[src/rtl/timing_counter_if.sv]
// Control/status bundle for timing_counter: start/stop/config in, count and flags out.
interface timing_counter_if #(
  parameter int unsigned WIDTH = 8,
  parameter int unsigned N_CMP = 2
);
  logic                   i_start;
  logic                   i_stop;
  logic                   i_mode;
  logic [WIDTH-1:0]       i_period;
  logic [N_CMP*WIDTH-1:0] i_cmp;
  logic [WIDTH-1:0]       o_counter;
  logic                   o_busy;
  logic                   o_tc;
  logic                   o_done;
  logic [N_CMP-1:0]       o_cmp;

  modport master (
    output i_start, i_stop, i_mode, i_period, i_cmp,
    input  o_counter, o_busy, o_tc, o_done, o_cmp
  );

  modport slave (
    input  i_start, i_stop, i_mode, i_period, i_cmp,
    output o_counter, o_busy, o_tc, o_done, o_cmp
  );
endinterface

[src/rtl/timing_counter.sv]
// Period counter with free-run/one-shot modes, terminal-count/done flags and
// per-channel compare levels (e.g. pulse-width shaping).
module timing_counter #(
  parameter int unsigned WIDTH = 8,
  parameter int unsigned N_CMP = 2
) (
  input  logic             i_clk,
  input  logic             i_rst_n,
  timing_counter_if.slave  bus
);

  localparam logic [0:0] ST_IDLE = 1'b0;
  localparam logic [0:0] ST_RUN  = 1'b1;
  localparam int unsigned CMP_W  = N_CMP * WIDTH;

  logic [0:0]       state_q, state_d;
  logic [WIDTH-1:0] cnt_q, cnt_d;
  logic [WIDTH-1:0] period_q, period_d;
  logic             mode_q, mode_d;
  logic [CMP_W-1:0] cmp_q, cmp_d;
  logic             done_q, done_d;
  logic             busy;
  logic             at_period;

  assign busy      = (state_q == ST_RUN);
  assign at_period = (cnt_q == period_q);

  // State and latched configuration; i_rst_n is active-high despite its name.
  always_ff @(posedge i_clk) begin
    if (i_rst_n) begin
      state_q  <= ST_IDLE;
      cnt_q    <= '0;
      period_q <= '0;
      mode_q   <= 1'b0;
      cmp_q    <= '0;
      done_q   <= 1'b0;
    end else begin
      state_q  <= state_d;
      cnt_q    <= cnt_d;
      period_q <= period_d;
      mode_q   <= mode_d;
      cmp_q    <= cmp_d;
      done_q   <= done_d;
    end
  end

  // Next-state logic; stop always beats start and terminal count.
  always_comb begin
    state_d  = state_q;
    cnt_d    = cnt_q;
    period_d = period_q;
    mode_d   = mode_q;
    cmp_d    = cmp_q;
    done_d   = 1'b0;
    case (state_q)
      ST_IDLE: begin
        cnt_d = '0;
        if (bus.i_start && !bus.i_stop) begin
          state_d  = ST_RUN;
          period_d = bus.i_period;
          mode_d   = bus.i_mode;
          cmp_d    = bus.i_cmp;
        end
      end
      ST_RUN: begin
        if (bus.i_stop) begin
          state_d = ST_IDLE;
          cnt_d   = '0;
        end else if (at_period) begin
          cnt_d = '0;
          if (mode_q) begin
            state_d = ST_IDLE;
            done_d  = 1'b1;
          end
        end else begin
          cnt_d = WIDTH'(cnt_q + 1'b1);
        end
      end
      default: begin
        state_d = ST_IDLE;
        cnt_d   = '0;
      end
    endcase
  end

  assign bus.o_counter = cnt_q;
  assign bus.o_busy    = busy;
  assign bus.o_tc      = busy && at_period;
  assign bus.o_done    = done_q;

  // Compare level stays high while the count is below the channel threshold.
  for (genvar k = 0; k < int'(N_CMP); k++) begin : g_cmp
    assign bus.o_cmp[k] = busy && (cnt_q < cmp_q[k*WIDTH +: WIDTH]);
  end

endmodule
[src/flat_wrapper.sv]
// flat-port wrapper written by rule: the top's interface ports become plain ports
module timing_counter_flat 
#(
  parameter int unsigned WIDTH = 8,
  parameter int unsigned N_CMP = 2
)
  (i_clk, i_rst_n, bus_i_start, bus_i_stop, bus_i_mode, bus_i_period, bus_i_cmp, bus_o_counter, bus_o_busy, bus_o_tc, bus_o_done, bus_o_cmp);
  timing_counter_if #(.WIDTH(WIDTH), .N_CMP(N_CMP)) bus_i ();
  input  logic i_clk;
  input  logic i_rst_n;
  input wire logic [$bits(bus_i.i_start)-1:0] bus_i_start;
  input wire logic [$bits(bus_i.i_stop)-1:0] bus_i_stop;
  input wire logic [$bits(bus_i.i_mode)-1:0] bus_i_mode;
  input wire logic [$bits(bus_i.i_period)-1:0] bus_i_period;
  input wire logic [$bits(bus_i.i_cmp)-1:0] bus_i_cmp;
  output wire logic [$bits(bus_i.o_counter)-1:0] bus_o_counter;
  output wire logic [$bits(bus_i.o_busy)-1:0] bus_o_busy;
  output wire logic [$bits(bus_i.o_tc)-1:0] bus_o_tc;
  output wire logic [$bits(bus_i.o_done)-1:0] bus_o_done;
  output wire logic [$bits(bus_i.o_cmp)-1:0] bus_o_cmp;
  assign bus_i.i_start = bus_i_start;
  assign bus_i.i_stop = bus_i_stop;
  assign bus_i.i_mode = bus_i_mode;
  assign bus_i.i_period = bus_i_period;
  assign bus_i.i_cmp = bus_i_cmp;
  assign bus_o_counter = bus_i.o_counter;
  assign bus_o_busy = bus_i.o_busy;
  assign bus_o_tc = bus_i.o_tc;
  assign bus_o_done = bus_i.o_done;
  assign bus_o_cmp = bus_i.o_cmp;
  timing_counter #(.WIDTH(WIDTH), .N_CMP(N_CMP)) u_core (.i_clk(i_clk), .i_rst_n(i_rst_n), .bus(bus_i));
endmodule
[config.mk]
export PLATFORM = sky130hd
export DESIGN_NAME = timing_counter_flat
export DESIGN_NICKNAME = d
export VERILOG_FILES = /design/src/rtl/timing_counter_if.sv /design/src/rtl/timing_counter.sv /design/src/flat_wrapper.sv
export SDC_FILE = /design/constraint.sdc
export NUM_CORES = 1
export LEC_CHECK = 0
export ABC_AREA = 0
export CELL_PAD_IN_SITES_DETAIL_PLACEMENT = 1
export CELL_PAD_IN_SITES_GLOBAL_PLACEMENT = 1
export CORE_MARGIN = 3
export CORE_UTILIZATION = 36
export DETAILED_ROUTE_END_ITERATION = 8
export PLACE_DENSITY_LB_ADDON = 0.1
export SLEW_MARGIN = 10
export SYNTH_ARGS = -nofsm -noshare
export SYNTH_HDL_FRONTEND = slang
export SYNTH_SLANG_ARGS = --single-unit
[constraint.sdc]
create_clock -name i_clk -period 1.4 [get_ports i_clk]
set_input_delay 0.21 -clock i_clk [delete_from_list [all_inputs] [get_ports i_clk]]
set_output_delay 0.21 -clock i_clk [all_outputs]
set_load 0.02 [all_outputs]
==> run metrics, run 1 <==
number of max-cap violations 0; Die Ht 75.4 um; Mean Syn Cell Area 8.25 um2; Worst Skew 0.00391 ns; Post-Place Setup Slack -0.642 ns; Pre-antenna DRT Iters 4; cell area after placement 2470 um2; Slew HR between 80% and 90%; CTS buffer count 5; first-pass GRT wire length 7.48 mm; maximum number of pins on one net before global-route repair 27; Total Wirelength 5.37 mm; fin crit period 1.84 ns; die extent in x 75.4 um; Worst-Skew Late Latency 0.29 ns; hold_buf cts 0; Antenna diodes 0; I/O Pins 42; CP startpoint kind flop; Avg Vias per Cell 5.00; Iteration-0 DRC Markers 22; final hold violations 0; drt wl/cell 16.3 um; grt ovf 0; CP Capture Type primary output; ranking of synthesized cells by area dfxtp_1 40%, nand2_1 12%, ha_1 11%; via count 1650; hpwl dp between 3 and 4 mm; Row Count 24; run status finished with violations; deepest clock path buffer count 2; largest fanout on the critical path 2; Core ar. 4500 um2; cell accounting for the most synthesized area dfxtp_1; GRT Total Usage 17.7%; # H-tree levels 2; share of layout cells above drive strength 1 34.2%; RSZ-0062 raised after global routing yes; GP Congestion 0.753; Syn. warnings 0; worst hold path class reg -> reg; cell area after synthesis 1730 um2; CTS clock-pin slew for the worst setup and hold paths 0.07 ns; Mapped Nets 254; fin area 2780 um2; Synth cell types 29; sequential-to-total area share from yosys stat between 40% and 50%; hold slack 0.454 ns; Max VDD drop 0.000573 V; Die Area 5680 um2; fillcell total 513; Data required, critical path approximately 1.2 ns; Critical Path AT 1.63 ns; nets@finish 321; violated checks negative setup slack; starting utilization of the core area between 30% and 40%; Sink Count 35; initial antenna violation count 0; root buf cell clkbuf_8; vias in the first global route 1672; Pwr Density between 700 and 800 nW/um2; WS Path Type reg -> out; Leak 1.07 nW; Synth top area share 40.5%; synthesized netlist cell count 210; fmax 0.545 GHz; Final period util 131%; DR DRC count 0; number of port buffers just over 40; post-synthesis register bit count 35; Max Slew Vio Count 0; Final Worst Setup Slack -0.435 ns; Routed Antenna Nets 0; final-report setup violation count 12; CTS tree yes; P&R area growth vs syn 60.3%; setup tns final -2.19 ns; Worst-Margin Slew 0.299 ns
state kept, by name (all words and copies together) (netlist names):
name and flops:
u_core.bus.o_busy 1, u_core.bus.o_counter 8, u_core.bus.o_done 1, u_core.cmp_q 16, u_core.mode_q 1, u_core.period_q 8
final cells by class:
type / instances / area (um2) / share of cell area [%]
Clock buffer: 6 / 72.6 / 2.61
Inverter: 16 / 60.1 / 2.16
Timing Repair Buffer: 68 / 681 / 24.5
Multi-Input combinational cell: 151 / 1160 / 41.7
Clock inverter: 2 / 7.51 / 0.270
Sequential cell: 35 / 732 / 26.4
Tap cell: 52 / 65.1 / 2.34
synth_stat cells:
library cell  instances
clkbuf_1              2
buf_4                 1
nor2_2                1
a21o_1                2
and2_1                3
xnor2_2               1
o21ai_0               2
o21ai_4               1
dfxtp_1              35
nand4_2               1
nand4b_1              2
xor2_1                3
nand3_1               2
o221ai_2              1
nor2_1                9
buf_6                 2
xnor2_1              10
a31oi_1               2
nand4_1               2
ha_1                 15
nor3b_2               1
and3_2                2
and3_1                3
buf_2                 3
a21oi_1              29
nand2b_1              2
nand2_1              56
inv_1                16
nand2_2               1
cells in the final DEF, fill, tap and decap left out, types with 2 or more instances in the layout:
cell,Yosys,routed
a21o_1,2,2
a21oi_1,29,28
a31oi_4,0,2
and2_4,0,2
and3_2,2,2
and3_4,0,2
buf_12,0,2
buf_4,1,16
buf_6,2,10
clkbuf_8,0,5
clkdlybuf4s50_1,0,28
clkinv_1,0,2
dfxtp_1,35,20
dfxtp_2,0,10
dfxtp_4,0,5
dlygate4sd2_1,0,10
ha_1,15,8
ha_4,0,7
inv_1,16,10
inv_2,0,6
nand2_1,56,55
nand2_2,1,2
nand2b_1,2,2
nand3_1,2,2
nand4_1,2,2
nand4b_1,2,2
nor2_2,1,7
nor2_4,0,3
xnor2_1,10,5
xnor2_2,1,4
xnor2_4,0,2
xor2_1,3,3
through the flow:
step           util, %  total power, W  instances
5_1_grt           61.6         0.00229        330
4_1_cts           59.1         0.00217        328
3_3_place_gp      54.8         0.00144        316
2_1_floorplan        -         0.00127        210
3_5_place_dp      54.8         0.00146        316
6_report          61.6         0.00219        330
per-layer routing:
metal,vias up,global-route usage (%),share of wire [%]
met5,-,0,0
met4,0,6.02,2.5
met3,14,4.49,3.0
met2,36,32.9,54
met1,780,19.5,41
li1,820,-,-
cells by family (layout without fill, tap and decap cells):
family,after synthesis,in the layout,share of synthesized area [%]
xor+xnor,14,14,7.51
flops,35,35,40.5
compound gates,37,37,12.4
simple gates,85,85,22.3
buf+inv,24,92,6.50
fa+ha+maj,15,15,10.8
worst max-delay path: stages (launching register included):
cell,delay [ns]
dfxtp_1,0.33
inv_1,0.05
ha_1,0.26
a21oi_1,0.13
o21ai_0,0.13
buf_4,0.17
a31oi_4,0.15
buf_6,0.13
report_power, final:
group	total, W	switching, W	internal [W]
registers	0.00106	0.0000330	0.00103
logic	0.000438	0.000197	0.000240
clock network	0.000692	0.000353	0.000339
total	0.00219	0.000584	0.00161
path summary, 6_finish.rpt:
path | from | end | slack (ns) | cells after the start
setup reg to reg | u_core.bus.o_counter[2] | u_core.bus.o_counter[4] | -0.13 | 7
setup / recovery | u_core.cmp_q[1] | bus_o_cmp[0] | -0.44 | 7
hold / removal | u_core.cmp_q[2] | u_core.cmp_q[2] | 0.45 | 2
hold reg to reg | u_core.cmp_q[2] | u_core.cmp_q[2] | 0.45 | 2
repair_timing:
item,4_1_cts,5_1_grt
buffers inserted,7,3
gates resized for setup,58,22
cloned,0,1
pin swaps,19,14
setup endpoints to repair,22,16
endpoints found under the hold margin,0,0
(Power assumes the default switching activity.)
==> inputs of run 2 (changes only) <==
- GPL_TIMING_DRIVEN: not set -> 0
==> run 2 against run 1 <==
Effect of this change: the flow still finishes with violations (negative setup slack); total power shrank 2.6%; setup slack gained 0.053 ns; clock power is essentially flat; clock skew grew 0.00062 ns; final cell count shrank 2.4%; sequential cell count is the same; register-to-register slack gained 0.04 ns; combinational power shrank 12%; clock-buffer cell count grew 1; sequential power is essentially flat; die area is the same.
==> run metrics, run 2 (synthesis results as in run 1) <==
run status finished with violations; violated checks negative setup slack; hpwl dp around 3.2 mm; slowest CP cell dfxtp_4; commonest non-fill, non-tap cell in the layout nand2_1; Max VDD drop 0.000425 V; Top Family by Delay on Critical Path flip-flops; largest fanout on the critical path 5; Core ar. 4500 um2; DR DRC count 0; Final period util 127%; hold path startpoint i_rst_n; fmax 0.561 GHz; # H-tree levels 2; hold slack 0.219 ns; PnR Total Power ~0.0021 W; R2R setup slack -0.09 ns; initial antenna violation count 0; share of layout cells above drive strength 1 between 20% and 30%; fillcell total around 520; max incr delay on CP 0.38 ns; via count 1583; CP Launch Point u_core.bus.o_counter[5]; Critical Path AT 1.57 ns; GRT Total Usage around 17%; met2 wire len 2.24 mm; Worst-Skew Late Latency 0.28 ns; capture point of the worst reg-to-reg path u_core.bus.o_counter[5]; WS Path Type reg -> out; CP cell instances ha_4, and3_4, nand2_1, nand4b_1, a31oi_4, buf_6; grt ovf 0; Slew HR 68.9%; Worst Skew approximately 0.0045 ns; hold_buf cts 0; multi-input logic area 1110 um2; RSZ-0062 raised after global routing yes; maximum number of pins on one net before global-route repair 11; Die Area 5680 um2; Pre-antenna DRT Iters 4; largest register by flop count u_core.cmp_q; Leak 1.00 nW; Routed Antenna Nets 0; final hold violations 0; CTS tree yes; CTS clock-pin slew for the worst setup and hold paths 0.07 ns; vias in the first global route 1601; Max Slew Vio Count 0; first-pass GRT wire length between 7 and 8 mm; sequential cell area 738 um2; Antenna diodes 0; I/O Pins 42; Largest register FFs 16; Routed met1 length 1.99 mm; number of port buffers 40; Worst R2R Start u_core.bus.o_counter[3]; Sink Count 35; Worst Hold Depth 2; Pwr Density 813 nW/um2; worst hold path class in -> reg; CP startpoint kind flop; root buf cell clkbuf_8; die extent in x 75.4 um; Row Count 24; Data required, critical path roughly 1.2 ns; most frequent cells in the layout 55 x nand2_1, 27 x a21oi_1, 27 x clkdlybuf4s50_1, 21 x dfxtp_1, 13 x inv_1; deepest clock path buffer count 2; Die Ht 75.4 um; met3 wire length 130 um; fin crit period 1.78 ns; P&R area growth vs syn 51.5%; drt wl/cell 13.7 um; Avg Vias per Cell just under 5; DR top layer met4; Reg2Reg Depth 7; nets@finish roughly 310; Total Wirelength approximately 4.4 mm; Hold EP u_core.period_q[5]; GP Congestion 0.704; Worst-Margin Slew 0.467 ns; WP buf/inv 1; final-report setup violation count 11; fin util slightly below 60%; CP Capture Type primary output; Iteration-0 DRC Markers 16; CTS buffer count 5; starting utilization of the core area approximately two fifths; number of max-cap violations 0; Final Worst Setup Slack -0.383 ns
-- run 2: cell count changes in the layout (fill, tap and decap cells not counted), sizes merged --
| cell | before | now |
|---|---|---|
| buf | 29 | 20 |
| clkbuf | 7 | 10 |
| clkdlybuf4s50 | 28 | 27 |
| clkinv | 2 | 1 |
-- run 2: area by class of cell --
cell class / instances / share of cell area (%)
sequential: 35 / 28.1
tap: 52 / 2.48
buffer: 8 / 2.10
clock inverter: 1 / 0.191
timing repair buffer: 52 / 19.5
multi-input combinational: 151 / 42.4
inverter: 16 / 2.29
clock buffer: 7 / 2.91
-- run 2: how the worst max path moves through the flow --
stage              endpoint  slack [ns]  depth (start not counted)
4_1_cts        bus_o_cmp[1]       -0.40                          6
5_1_grt        bus_o_cmp[1]       -0.46                          6
3_5_place_dp   bus_o_cmp[0]       -0.64                          5
2_1_floorplan  bus_o_cmp[0]       -0.03                          5
3_3_place_gp   bus_o_cmp[1]       -0.62                          5
6_report       bus_o_cmp[0]       -0.38                          6
-- run 2: what timing repair did --
| item | 4_1_cts | 5_1_grt |
|---|---|---|
| endpoints found under the setup margin | 14 | 17 |
| gates resized for setup | 48 | 19 |
| setup buffers | 9 | 4 |
| pin swaps | 12 | 11 |
-- run 2: where the power goes --
| group | leakage, nW | switching, W | internal [W] |
|---|---|---|---|
| logic | 0.664 | 0.000180 | 0.000207 |
| registers | 0.294 | 0.0000306 | 0.00102 |
| clock network | 0.0422 | 0.000346 | 0.000349 |
-- run 2: layer usage --
layer / global-route usage (%) / vias to the layer above
li1: - / 806
met1: 20.5 / 745
met2: 29.2 / 25
met3: 4.35 / 7
met4: 5.24 / 0
met5: 0 / -
-- run 2: through the flow --
step	instances	cell area (um2)	TNS [ns]	setup slack (ns)
detailed placement	302	2330	-4.10	-0.640
CTS	319	2530	-1.11	-0.397
global route	322	2620	-2.51	-0.460
global placement	302	2330	-3.68	-0.623
floorplan	210	1860	-0.0627	-0.0313
finish	322	2620	-1.70	-0.383
